File: src/rtl/id_ext_pipe.sv
// Pipelined ID-stage immediate extender: one output register plus a 1-entry skid
// buffer behind a valid/ready handshake, with a LUI latch feeding the CAT mode.
module id_ext_pipe #(
    parameter int IN_W  = 16,
    parameter int OUT_W = 32,
    parameter int SHIFT = 2
) (
    input  logic             clk,
    input  logic             reset,
    input  logic             flush,
    input  logic             in_valid,
    output logic             in_ready,
    input  logic [IN_W-1:0]  in_imm,
    input  logic [2:0]       in_mode,
    output logic             out_valid,
    input  logic             out_ready,
    output logic [OUT_W-1:0] out_res,
    output logic [IN_W-1:0]  lui_hi
);

    localparam logic [2:0] MODE_ZERO = 3'd0;
    localparam logic [2:0] MODE_SHL  = 3'd1;
    localparam logic [2:0] MODE_SIGN = 3'd2;
    localparam logic [2:0] MODE_LUI  = 3'd3;
    localparam logic [2:0] MODE_ONE  = 3'd4;
    localparam logic [2:0] MODE_SSHL = 3'd5;
    localparam logic [2:0] MODE_CAT  = 3'd6;

    // Bits above the immediate; empty when OUT_W == IN_W.
    localparam logic [OUT_W-1:0] HI_MASK = {OUT_W{1'b1}} << IN_W;

    function automatic logic [OUT_W-1:0] ext_imm(
        input logic [IN_W-1:0] e,
        input logic [2:0]      mode,
        input logic [IN_W-1:0] hi
    );
        logic        [OUT_W-1:0]  zx;
        logic signed [OUT_W-1:0]  sx;
        logic        [2*IN_W-1:0] cat;
        logic        [OUT_W-1:0]  res;
        zx  = OUT_W'(e);
        sx  = signed'(e[IN_W-1] ? (zx | HI_MASK) : zx);
        cat = {hi, e};
        res = '0;
        case (mode)
            MODE_ZERO: res = zx;
            MODE_SHL:  res = zx << SHIFT;
            MODE_SIGN: res = sx;
            MODE_LUI:  res = zx << (OUT_W - IN_W);
            MODE_ONE:  res = zx | HI_MASK;
            MODE_SSHL: res = sx <<< SHIFT;
            MODE_CAT:  res = cat[OUT_W-1:0];
            default:   res = '0;
        endcase
        return res;
    endfunction

    logic             r_out_valid;
    logic [OUT_W-1:0] r_out_res;
    logic             r_skid_valid;
    logic [OUT_W-1:0] r_skid_res;
    logic [IN_W-1:0]  r_lui_hi;

    logic             w_accept;
    logic             w_fire;
    logic [OUT_W-1:0] w_res;

    assign in_ready  = reset & ~r_skid_valid & ~flush;
    assign w_accept  = in_valid & in_ready;
    assign w_fire    = r_out_valid & out_ready;
    // CAT reads the registered latch, so a same-cycle LUI is not yet visible.
    assign w_res     = ext_imm(in_imm, in_mode, r_lui_hi);

    assign out_valid = r_out_valid;
    assign out_res   = r_out_res;
    assign lui_hi    = r_lui_hi;

    always_ff @(posedge clk) begin
        if (!reset) begin
            r_out_valid  <= 1'b0;
            r_out_res    <= '0;
            r_skid_valid <= 1'b0;
            r_skid_res   <= '0;
            r_lui_hi     <= '0;
        end else begin
            if (w_accept && in_mode == MODE_LUI)
                r_lui_hi <= in_imm;
            if (flush) begin
                r_out_valid  <= 1'b0;
                r_skid_valid <= 1'b0;
            end else if (!r_out_valid || w_fire) begin
                if (r_skid_valid) begin
                    r_out_valid  <= 1'b1;
                    r_out_res    <= r_skid_res;
                    r_skid_valid <= 1'b0;
                end else if (w_accept) begin
                    r_out_valid <= 1'b1;
                    r_out_res   <= w_res;
                end else begin
                    r_out_valid <= 1'b0;
                end
            end else if (w_accept) begin
                r_skid_valid <= 1'b1;
                r_skid_res   <= w_res;
            end
        end
    end

endmodule

File: config.mk
export PLATFORM = sky130hd
export DESIGN_NAME = id_ext_pipe
export DESIGN_NICKNAME = d
export VERILOG_FILES = /design/src/rtl/id_ext_pipe.sv
export SDC_FILE = /design/constraint.sdc
export NUM_CORES = 1
export LEC_CHECK = 0
export BUFFER_PORTS_ARGS = -buffer_cell sky130_fd_sc_hd__buf_2
export CAP_MARGIN = 0
export CORE_ASPECT_RATIO = 1.2
export CORE_MARGIN = 2
export CORE_UTILIZATION = 30
export CTS_BUF_LIST = sky130_fd_sc_hd__clkbuf_4 sky130_fd_sc_hd__clkbuf_8 sky130_fd_sc_hd__clkbuf_16
export DETAILED_ROUTE_END_ITERATION = 6
export GPL_TIMING_DRIVEN = 0
export PLACE_DENSITY = 0.46
export SYNTH_ARGS = -nofsm -noshare
export SYNTH_HDL_FRONTEND = slang
export SYNTH_SLANG_ARGS = --single-unit
File: constraint.sdc
create_clock -name clk -period 2.03 [get_ports clk]
set_input_delay 0.406 -clock clk [delete_from_list [all_inputs] [get_ports clk]]
set_output_delay 0.406 -clock clk [all_outputs]
set_load 0.01 [all_outputs]
# After elaboration in Yosys (flattened, before gate mapping)
# Index checks and enable logic that the tools add are counted.
# op_classes
muxes	6
n_eq_ne	6
reduce_logical	9
bitwise_logic	8
# op_table
op	n
$pmux W32 S7	1
$mux W32	3
$eq A3 B3 Y1 const B	3
$eq A3 B2 Y1 const B	2
$reduce_and A3 Y1	2
$and A1 B1 Y1	4
$not A1 Y1	4
$eq A3 B1 Y1 const B	1
$logic_not A3 Y1	1
$reduce_or A3 Y1	1
$mux W1	2
$reduce_bool A2 Y1	1
$reduce_or A2 Y1	1
$logic_and A1 B1 Y1	1
$logic_not A1 Y1	1
$logic_or A1 B1 Y1	1
# totals
input_bits	24
ff_bits	82
wordCells	34
output_inout_bits	50

# Logic depth before layout (Yosys ltp)
# Gate-level depths: netlist of run 1.
# depth
depth_word	6
ltp_mapped	8
ltp_nobuf	4

# Worst setup path after synthesis of run 1
# No wires, ideal clock.
# synth_path
path_kind	in2reg
start	input in_mode[2]
end	register r_out_res[27] (netlist: out_res[27])
stages	6
n_path_buf	3
setup_ns	0.138
arrival_ns	1.431
setup_slack_ns	0.461
t_required_ns	1.892
path_cell_list	buf_2 > nor2b_1 > clkbuf_1 > buf_2 > a221oi_1 > o221ai_1
# synth_between
elab_chain_len	4
word_cells_on_any_way	10
cone_classes	6 x eq/ne; 3 x mux; 1 x reduce/logical
# synth_lines
item	line	source
from (decl)	14	input logic [2:0] in_mode,
$eq A3 B3 Y1 (tied with other cells)	45	case (mode)
$pmux W32 S7 (*)	45	
$mux W32 (*)	96	end else if (w_accept) begin
$mux W32 (*)	92	if (r_skid_valid) begin
to (signal assigned)	94	r_out_res <= r_skid_res;
to (signal assigned)	98	r_out_res <= w_res;
to (decl)	59	logic [OUT_W-1:0] r_out_res;
# Every way passes the cells marked *; elsewhere a longest branch is shown, timed or not. The select of a mux whose other input is x is not followed.
# A chain may end at the register's enable or synchronous reset.

# Worst setup path in the final report of run 1
# layout_path
start	register r_skid_valid
end	output in_ready
# layout_between
elab_chain_len	3
# layout_lines
item	line	source
from (decl)	60	logic r_skid_valid;
from (signal assigned)	82	r_skid_valid <= 1'b0;
from (signal assigned)	90	r_skid_valid <= 1'b0;
from (signal assigned)	95	r_skid_valid <= 1'b0;
$not A1 Y1	68	assign in_ready = reset & ~r_skid_valid & ~flush;
$and A1 B1 Y1 (2 in series)	68	
to (decl)	12	output logic in_ready,
# Every way passes these cells.

==> results of run 1 <==
-- where the power goes --
part / switching (mW) / internal [mW] / total (mW)
registers: 0.0146 / 1.64 / 1.65
logic: 0.251 / 0.134 / 0.385
clock network: 0.674 / 1.16 / 1.83
-- worst reg2reg max path: cells and delay by family (launching register included) --
kind | cells | cell delay, ps
buffers and inverters | 2 | 540
DFF | 1 | 320
and+or+nand+nor | 2 | 520
AOI/OAI and AO/OA | 2 | 320
-- metal layers --
metal | track usage | vias to the layer above | routed length, um
met1 | 0.258 | 1772 | 5770
met5 | 0 | - | 0
met4 | 0.0716 | 0 | 352
met2 | 0.310 | 109 | 6300
met3 | 0.0305 | 15 | 612
li1 | - | 1815 | -
-- logic make-up (layout without fill, tap and decap cells) --
kind of cell           Yosys count  count (layout)
AO/OA/AOI/OAI                  147             147
XOR/XNOR                         1               1
buffers and inverters           52             137
flip-flops                      82              82
multiplexers                     1               1
AND/OR/NAND/NOR                167             167
-- worst max-delay path by stage --
stage / startpoint / endpoint / slack (ps) / cells after the start
2_1_floorplan: in_mode[2] / out_res[27] / 460 / 6
3_3_place_gp: r_skid_valid / in_ready / -100 / 5
3_5_place_dp: r_skid_valid / in_ready / -130 / 5
4_1_cts: r_skid_valid / in_ready / 10 / 4
5_1_grt: r_skid_valid / in_ready / 60 / 4
6_report: r_skid_valid / in_ready / 160 / 4
-- registers in the layout (all words and copies together) (netlist names) --
signal	flops
lui_hi	16
r_skid_res	32
out_res	32
r_skid_valid	1
out_valid	1
-- layout make-up --
class,count,area (um^2),share of cell area
Buffer,49,258,0.0544
Tap cell,164,205,0.0433
Clock inverter,4,73.8,0.0156
Inverter,2,7.51,0.00158
Timing Repair Buffer,70,350,0.0740
Multi-Input combinational cell,316,1940,0.410
Clock buffer,12,260,0.0549
Sequential cell,82,1640,0.347
-- metrics by stage --
stage,power [mW],setup WS (ps),area (um^2)
global placement,2.07,-98.7,4400
CTS,3.91,14.6,4730
global route,4.02,59.4,4740
detailed placement,2.07,-126,4400
floorplan,1.91,461,3850
finish,3.87,159,4740
-- cells in the final DEF, fill, tap and decap left out, drive strengths merged, types with 2 or more instances in the layout --
cell type,instances
o31ai,3
nand3b,20
inv,2
o211a,16
o22ai,15
a21boi,18
nor2b,2
dfxtp,82
nor3,2
a221oi,16
bufinv,2
clkinv,2
o21ai,16
nand3,32
o221ai,14
nand2b,33
buf,97
nand2,54
a21oi,47
nor3b,4
clkbuf,34
nor2,3
nand4,14
-- what timing repair did --
item                                    CTS  global route
gates resized for setup                   1             4
hold endpoints to repair                  0             0
endpoints found under the setup margin    1            15
==> flow_summary.json, run 1 <==
{
  "yosys.cell_count.top_type": "sky130_fd_sc_hd__dfxtp_1",
  "timing.fmax_ghz": 0.534,
  "critPathSlowestCell": "sky130_fd_sc_hd__dfxtp_1",
  "worst-r2r-cell-count": 6,
  "synth_edf_count": 0,
  "power_density_nw_per_um2": 817,
  "sum_neg_setup_slack_ps": 0,
  "synth_cells": 450,
  "hp-start": "out_ready",
  "postSynthNetCount": 474,
  "layout.cells.non_filler": 699,
  "post_drt_via_cell_ratio": 5.31,
  "wire_length_of_the_first_global_routing_pass_um": 20000,
  "yosys.area_share.simple": 0.237,
  "synth_area_per_cell_um2": 8.55,
  "grt_pass1_vias": 3518,
  "io-pin-count": 74,
  "critical-path-top-delay-family": "buffers and inverters",
  "async_flop_share": 0,
  "hpwl_reported_at_the_end_of_detailed_placement_um": 9660,
  "max_vdd_drop_mv": 0.444,
  "worstPathCellList": "clkbuf_4 -> buf_2 -> nor2_1 -> buf_2",
  "hold_viol": 0,
  "cts_setup_buffers": 0,
  "drive_above_1_share": 0.219,
  "synthTopCellsByArea": "sky130_fd_sc_hd__dfxtp_1, sky130_fd_sc_hd__a21oi_1, sky130_fd_sc_hd__nand2b_1",
  "start_util": 0.305,
  "crit_path_start_kind": "flop",
  "slew_headroom": 0.586,
  "share_of_yosys_cell_area_claimed_by_the_top_area_cell_type": 0.427,
  "worst_hold_slack_ps": 362,
  "nets": 554,
  "layout_worst_path_cycle_share": 0.922,
  "io_buf_count": 70,
  "grt.overflow.total": 0,
  "synthesis.area_um2": 3850,
  "total_length_of_routed_wires_um": 13000,
  "most_common_library_cells_after_synthesis": "sky130_fd_sc_hd__dfxtp_1, sky130_fd_sc_hd__nand2_1, sky130_fd_sc_hd__a21oi_1",
  "post-route-util": 0.376,
  "clk_transition_reported_paths_ps": 60,
  "synthMuxAreaShare": 0.00260,
  "arrival_ps": 1460,
  "yosys.cell_types.count": 35,
  "slowest_stage_delay_on_critical_path_ps": 320,
  "antenna_found_initial": 0,
  "synth-xor-area-share": 0.00228,
  "synthAdderAreaFrac": 0,
  "max_cap_viol_count": 0,
  "clock_tree.buffer_depth": 2,
  "worstReg2RegStart": "r_skid_valid",
  "run_status": "finished clean",
  "detail_route.first_pass.iterations": 5,
  "clkLatencyLatePin_ps": 340,
  "leading_register_cell_type_out_of_synthesis": "sky130_fd_sc_hd__dfxtp_1",
  "setup_viol": 0,
  "critical_path.n_buffers_inverters": 3,
  "layout.filler_cells": 1341,
  "grt_setup_unrepaired": "false",
  "data_required_time_at_the_worst_endpoint_ps": 1620,
  "antenna-diode-count": 0,
  "reg2reg_slack_ps": 250,
  "remaining_drc_errors": 0,
  "die_x_um": 107,
  "cts.sinks": 82,
  "hold_end": "r_skid_valid",
  "largest_area_contributor_in_the_netlist": "sky130_fd_sc_hd__dfxtp_1",
  "post_synthesis_sequential_area_ratio": 0.427,
  "timing.hold.worst.class": "in2reg",
  "synth-seq-cells": 82,
  "synthesis_warnings": 0,
  "final_period_minus_worst_setup_slack_ps": 1870,
  "endpoint_kind": "primary output",
  "skew_ps": 8.03,
  "synth-compound-area-share": 0.263,
  "vertical_extent_of_the_die_um": 128,
  "tritoncts": "done",
  "drt-initial-drc-count": 203,
  "synthToLayoutAreaGrowth_pct": 23.2,
  "worstMarginPinSlew_ps": 622,
  "design.die.area_um2": 13700,
  "row_count": 45,
  "cell_type_with_the_highest_occurrence_count_on_the_critical_path": "sky130_fd_sc_hd__buf_2",
  "core_um2": 12600,
  "largest_net_degree_at_the_start_of_global_routing": 20,
  "cp_max_fo": 19,
  "cts_hold_repair.buffers": 0,
  "detailroute.via_count": 3711,
  "hold-path-cell-count": 3,
  "timing.final.max_slew_violations": 0,
  "cts_buffers": 9,
  "htreeDepth": 3,
  "path_class": "reg2out",
  "crit-reg2reg-capture": "out_res[21]",
  "leakage_nw": 2.03,
  "cts_root_buffer": "sky130_fd_sc_hd__clkbuf_16",
  "drt-wirelength-per-cell_um": 18.7,
  "dominant_combinational_cell_family_by_area_after_synthesis": "compound AO/OA/AOI/OAI gates",
  "globalplace.congestion": 0.848,
  "grt_usage": 0.192,
  "numPlacedInstances": 684,
  "route.antenna.remaining_nets": 0
}
Power figures use the tool's default switching activity.
==> run 2: changes to the inputs <==
Clock period 2.03 ns to 1.8 ns, I/O delays scaled along.
==> run 2 against run 1 <==
  * Worst setup slack worse by 82 ps
  * Register-to-register slack worse by 80 ps
  * Flip-flop and latch count unchanged
  * Power is 13% higher
  * Design area up 0.71%
  * Critical path depth up 1
  * Clock power rose by 14%
  * Global-route usage up 0.053 points
  * Core utilization is 0.27 points higher
  * Largest cell class unchanged
==> flow_summary.json, run 2 (synthesis results as in run 1) <==
{
  "final_area_um2": 4770,
  "tritoncts": "done",
  "drt-initial-drc-count": 223,
  "clkLatencyLatePin_ps": 340,
  "largest_net_degree_at_the_start_of_global_routing": 14,
  "sequentialPowerShare": 0.425,
  "hold-path-cell-count": 3,
  "row_count": 45,
  "globalRoute.busiestLayer": "met2",
  "grt_pass1_vias": 3534,
  "detailroute.via_count": 3759,
  "die_x_um": 107,
  "grt.overflow.total": 0,
  "start_util": 0.305,
  "remaining_drc_errors": 0,
  "pwr-share-comb": 0.100,
  "cts_buffers": 9,
  "clock_tree.buffer_depth": 2,
  "cp_max_fo": 10,
  "run_status": "finished clean",
  "layout_worst_path_cycle_share": 0.957,
  "internal_power_mw": 3.31,
  "worstPathCellList": "buf_6 -> buf_6 -> clkbuf_8 -> nor2_1 -> buf_2",
  "endpoint_kind": "primary output",
  "layout.cells.non_filler": 701,
  "power.net_switching_mw": 1.07,
  "globalRouteMet3Util": 0.0305,
  "hold_viol": 0,
  "cell_type_with_the_highest_occurrence_count_on_the_critical_path": "sky130_fd_sc_hd__buf_6",
  "slowest_stage_delay_on_critical_path_ps": 340,
  "cts_root_buffer": "sky130_fd_sc_hd__clkbuf_16",
  "setup_viol": 0,
  "data_required_time_at_the_worst_endpoint_ps": 1440,
  "total_length_of_routed_wires_um": 13100,
  "power.clock.fraction": 0.475,
  "skew_ps": 6.06,
  "drt-wirelength-per-cell_um": 18.8,
  "groute.layer.met1.usage": 0.258,
  "grt_usage": 0.193,
  "hpwl_reported_at_the_end_of_detailed_placement_um": 9660,
  "timing.hold.worst.class": "in2reg",
  "route.antenna.remaining_nets": 0,
  "wire_length_of_the_first_global_routing_pass_um": 20000,
  "htreeDepth": 3,
  "slew_headroom": 0.584,
  "design.die.area_um2": 13700,
  "core_um2": 12600,
  "worst-r2r-cell-count": 6,
  "power_density_nw_per_um2": 918,
  "use_met2": 0.312,
  "clk_transition_reported_paths_ps": 60,
  "path_class": "reg2out",
  "synthToLayoutAreaGrowth_pct": 24.0,
  "max_cap_viol_count": 0,
  "timing.final.max_slew_violations": 0,
  "vertical_extent_of_the_die_um": 128,
  "drive_above_1_share": 0.225,
  "max_vdd_drop_mv": 0.503,
  "final_period_minus_worst_setup_slack_ps": 1720,
  "numPlacedInstances": 684,
  "worstMarginPinSlew_ps": 624,
  "most-common-layout-cells": "sky130_fd_sc_hd__buf_2, sky130_fd_sc_hd__dfxtp_1, sky130_fd_sc_hd__nand2_1",
  "layout.cells.most_common": "sky130_fd_sc_hd__buf_2",
  "detail_route.first_pass.iterations": 5,
  "post_drt_via_cell_ratio": 5.36,
  "cts.sinks": 82,
  "io-pin-count": 74,
  "globalplace.congestion": 0.848,
  "io_buf_count": 70,
  "timing.fmax_ghz": 0.580,
  "antenna_found_initial": 0,
  "crit_path_start_kind": "flop",
  "nets": 556,
  "post_dp_cell_area_um2": 4400,
  "critPathSlowestCell": "sky130_fd_sc_hd__dfxtp_1",
  "leakage_nw": 2.05,
  "switching_power_share_of_the_total": 0.245,
  "antenna-diode-count": 0,
  "arrival_ps": 1360
}
## run 2: cell count changes in the layout (fill, tap and decap cells not counted)
| cell | delta |
|---|---|
| sky130_fd_sc_hd__buf_4 | +1 |
| sky130_fd_sc_hd__clkbuf_1 | -1 |
| sky130_fd_sc_hd__buf_6 | +2 |
| sky130_fd_sc_hd__clkbuf_8 | +1 |
| sky130_fd_sc_hd__clkbuf_4 | -1 |
| sky130_fd_sc_hd__buf_2 | -1 |
| sky130_fd_sc_hd__buf_1 | -1 |
| sky130_fd_sc_hd__clkbuf_2 | +2 |
## run 2: final cells by class
cell class                      instances  area, um^2
Sequential cell                        82        1640
Tap cell                              164         205
Clock buffer                           12         260
Timing Repair Buffer                   71         358
Inverter                                2        7.51
Fill cell                            1338        7840
Multi-Input combinational cell        316        1940
Buffer                                 50         284
Clock inverter                          4        73.8
## run 2: metal layers
layer / share of wire / wire, um / vias up
li1: - / - / 1814
met1: 0.45 / 5950 / 1826
met2: 0.48 / 6350 / 104
met3: 0.041 / 544 / 15
met4: 0.023 / 296 / 0
met5: 0 / 0 / -
## run 2: worst max-delay path: cells and delay by family, from the launching register on
| family | cells | cell delay, ps |
|---|---|---|
| buf+inv | 4 | 620 |
| flops | 1 | 340 |
| simple gates | 1 | 60 |
## run 2: timing repair
| action | in CTS | in global routing |
|---|---|---|
| setup buffers | 0 | 1 |
| gates cloned | 0 | 0 |
| endpoints found under the hold margin | 0 | 0 |
| hold buffers | 0 | 0 |
| pin swaps | 0 | 1 |
| endpoints found under the setup margin | 12 | 18 |
| resized for setup | 7 | 6 |
## run 2: power by group through the flow
| stage | clock network (mW) | registers, mW | logic [mW] |
|---|---|---|---|
| after floorplan | 0 | 1.91 | 0.246 |
| after global placement | 0 | 1.90 | 0.434 |
| after detailed placement | 0 | 1.90 | 0.435 |
| after CTS | 2.11 | 1.86 | 0.437 |
| after global routing | 2.19 | 1.87 | 0.478 |
| final | 2.08 | 1.86 | 0.439 |
## run 2: path summary, 6_finish.rpt
check | startpoint | to | slack [ps]
max reg2reg | r_skid_valid | out_res[14] | 170
min reg2reg | out_res[7] | out_res[7] | 470
max | r_skid_valid | in_ready | 80
min | out_ready | r_skid_valid | 320
## run 2: metrics by stage
step | total power, mW | setup TNS, ps | hold WS [ps] | utilization | worst slack [ps]
floorplan | 2.16 | 0 | 435 | - | 277
global placement | 2.34 | -3590 | 441 | 0.349 | -283
detailed placement | 2.34 | -3910 | 453 | 0.349 | -310
CTS | 4.41 | 0 | 316 | 0.377 | 16.0
global route | 4.53 | -8.77 | 335 | 0.378 | -6.42
finish | 4.38 | 0 | 319 | 0.378 | 77.3
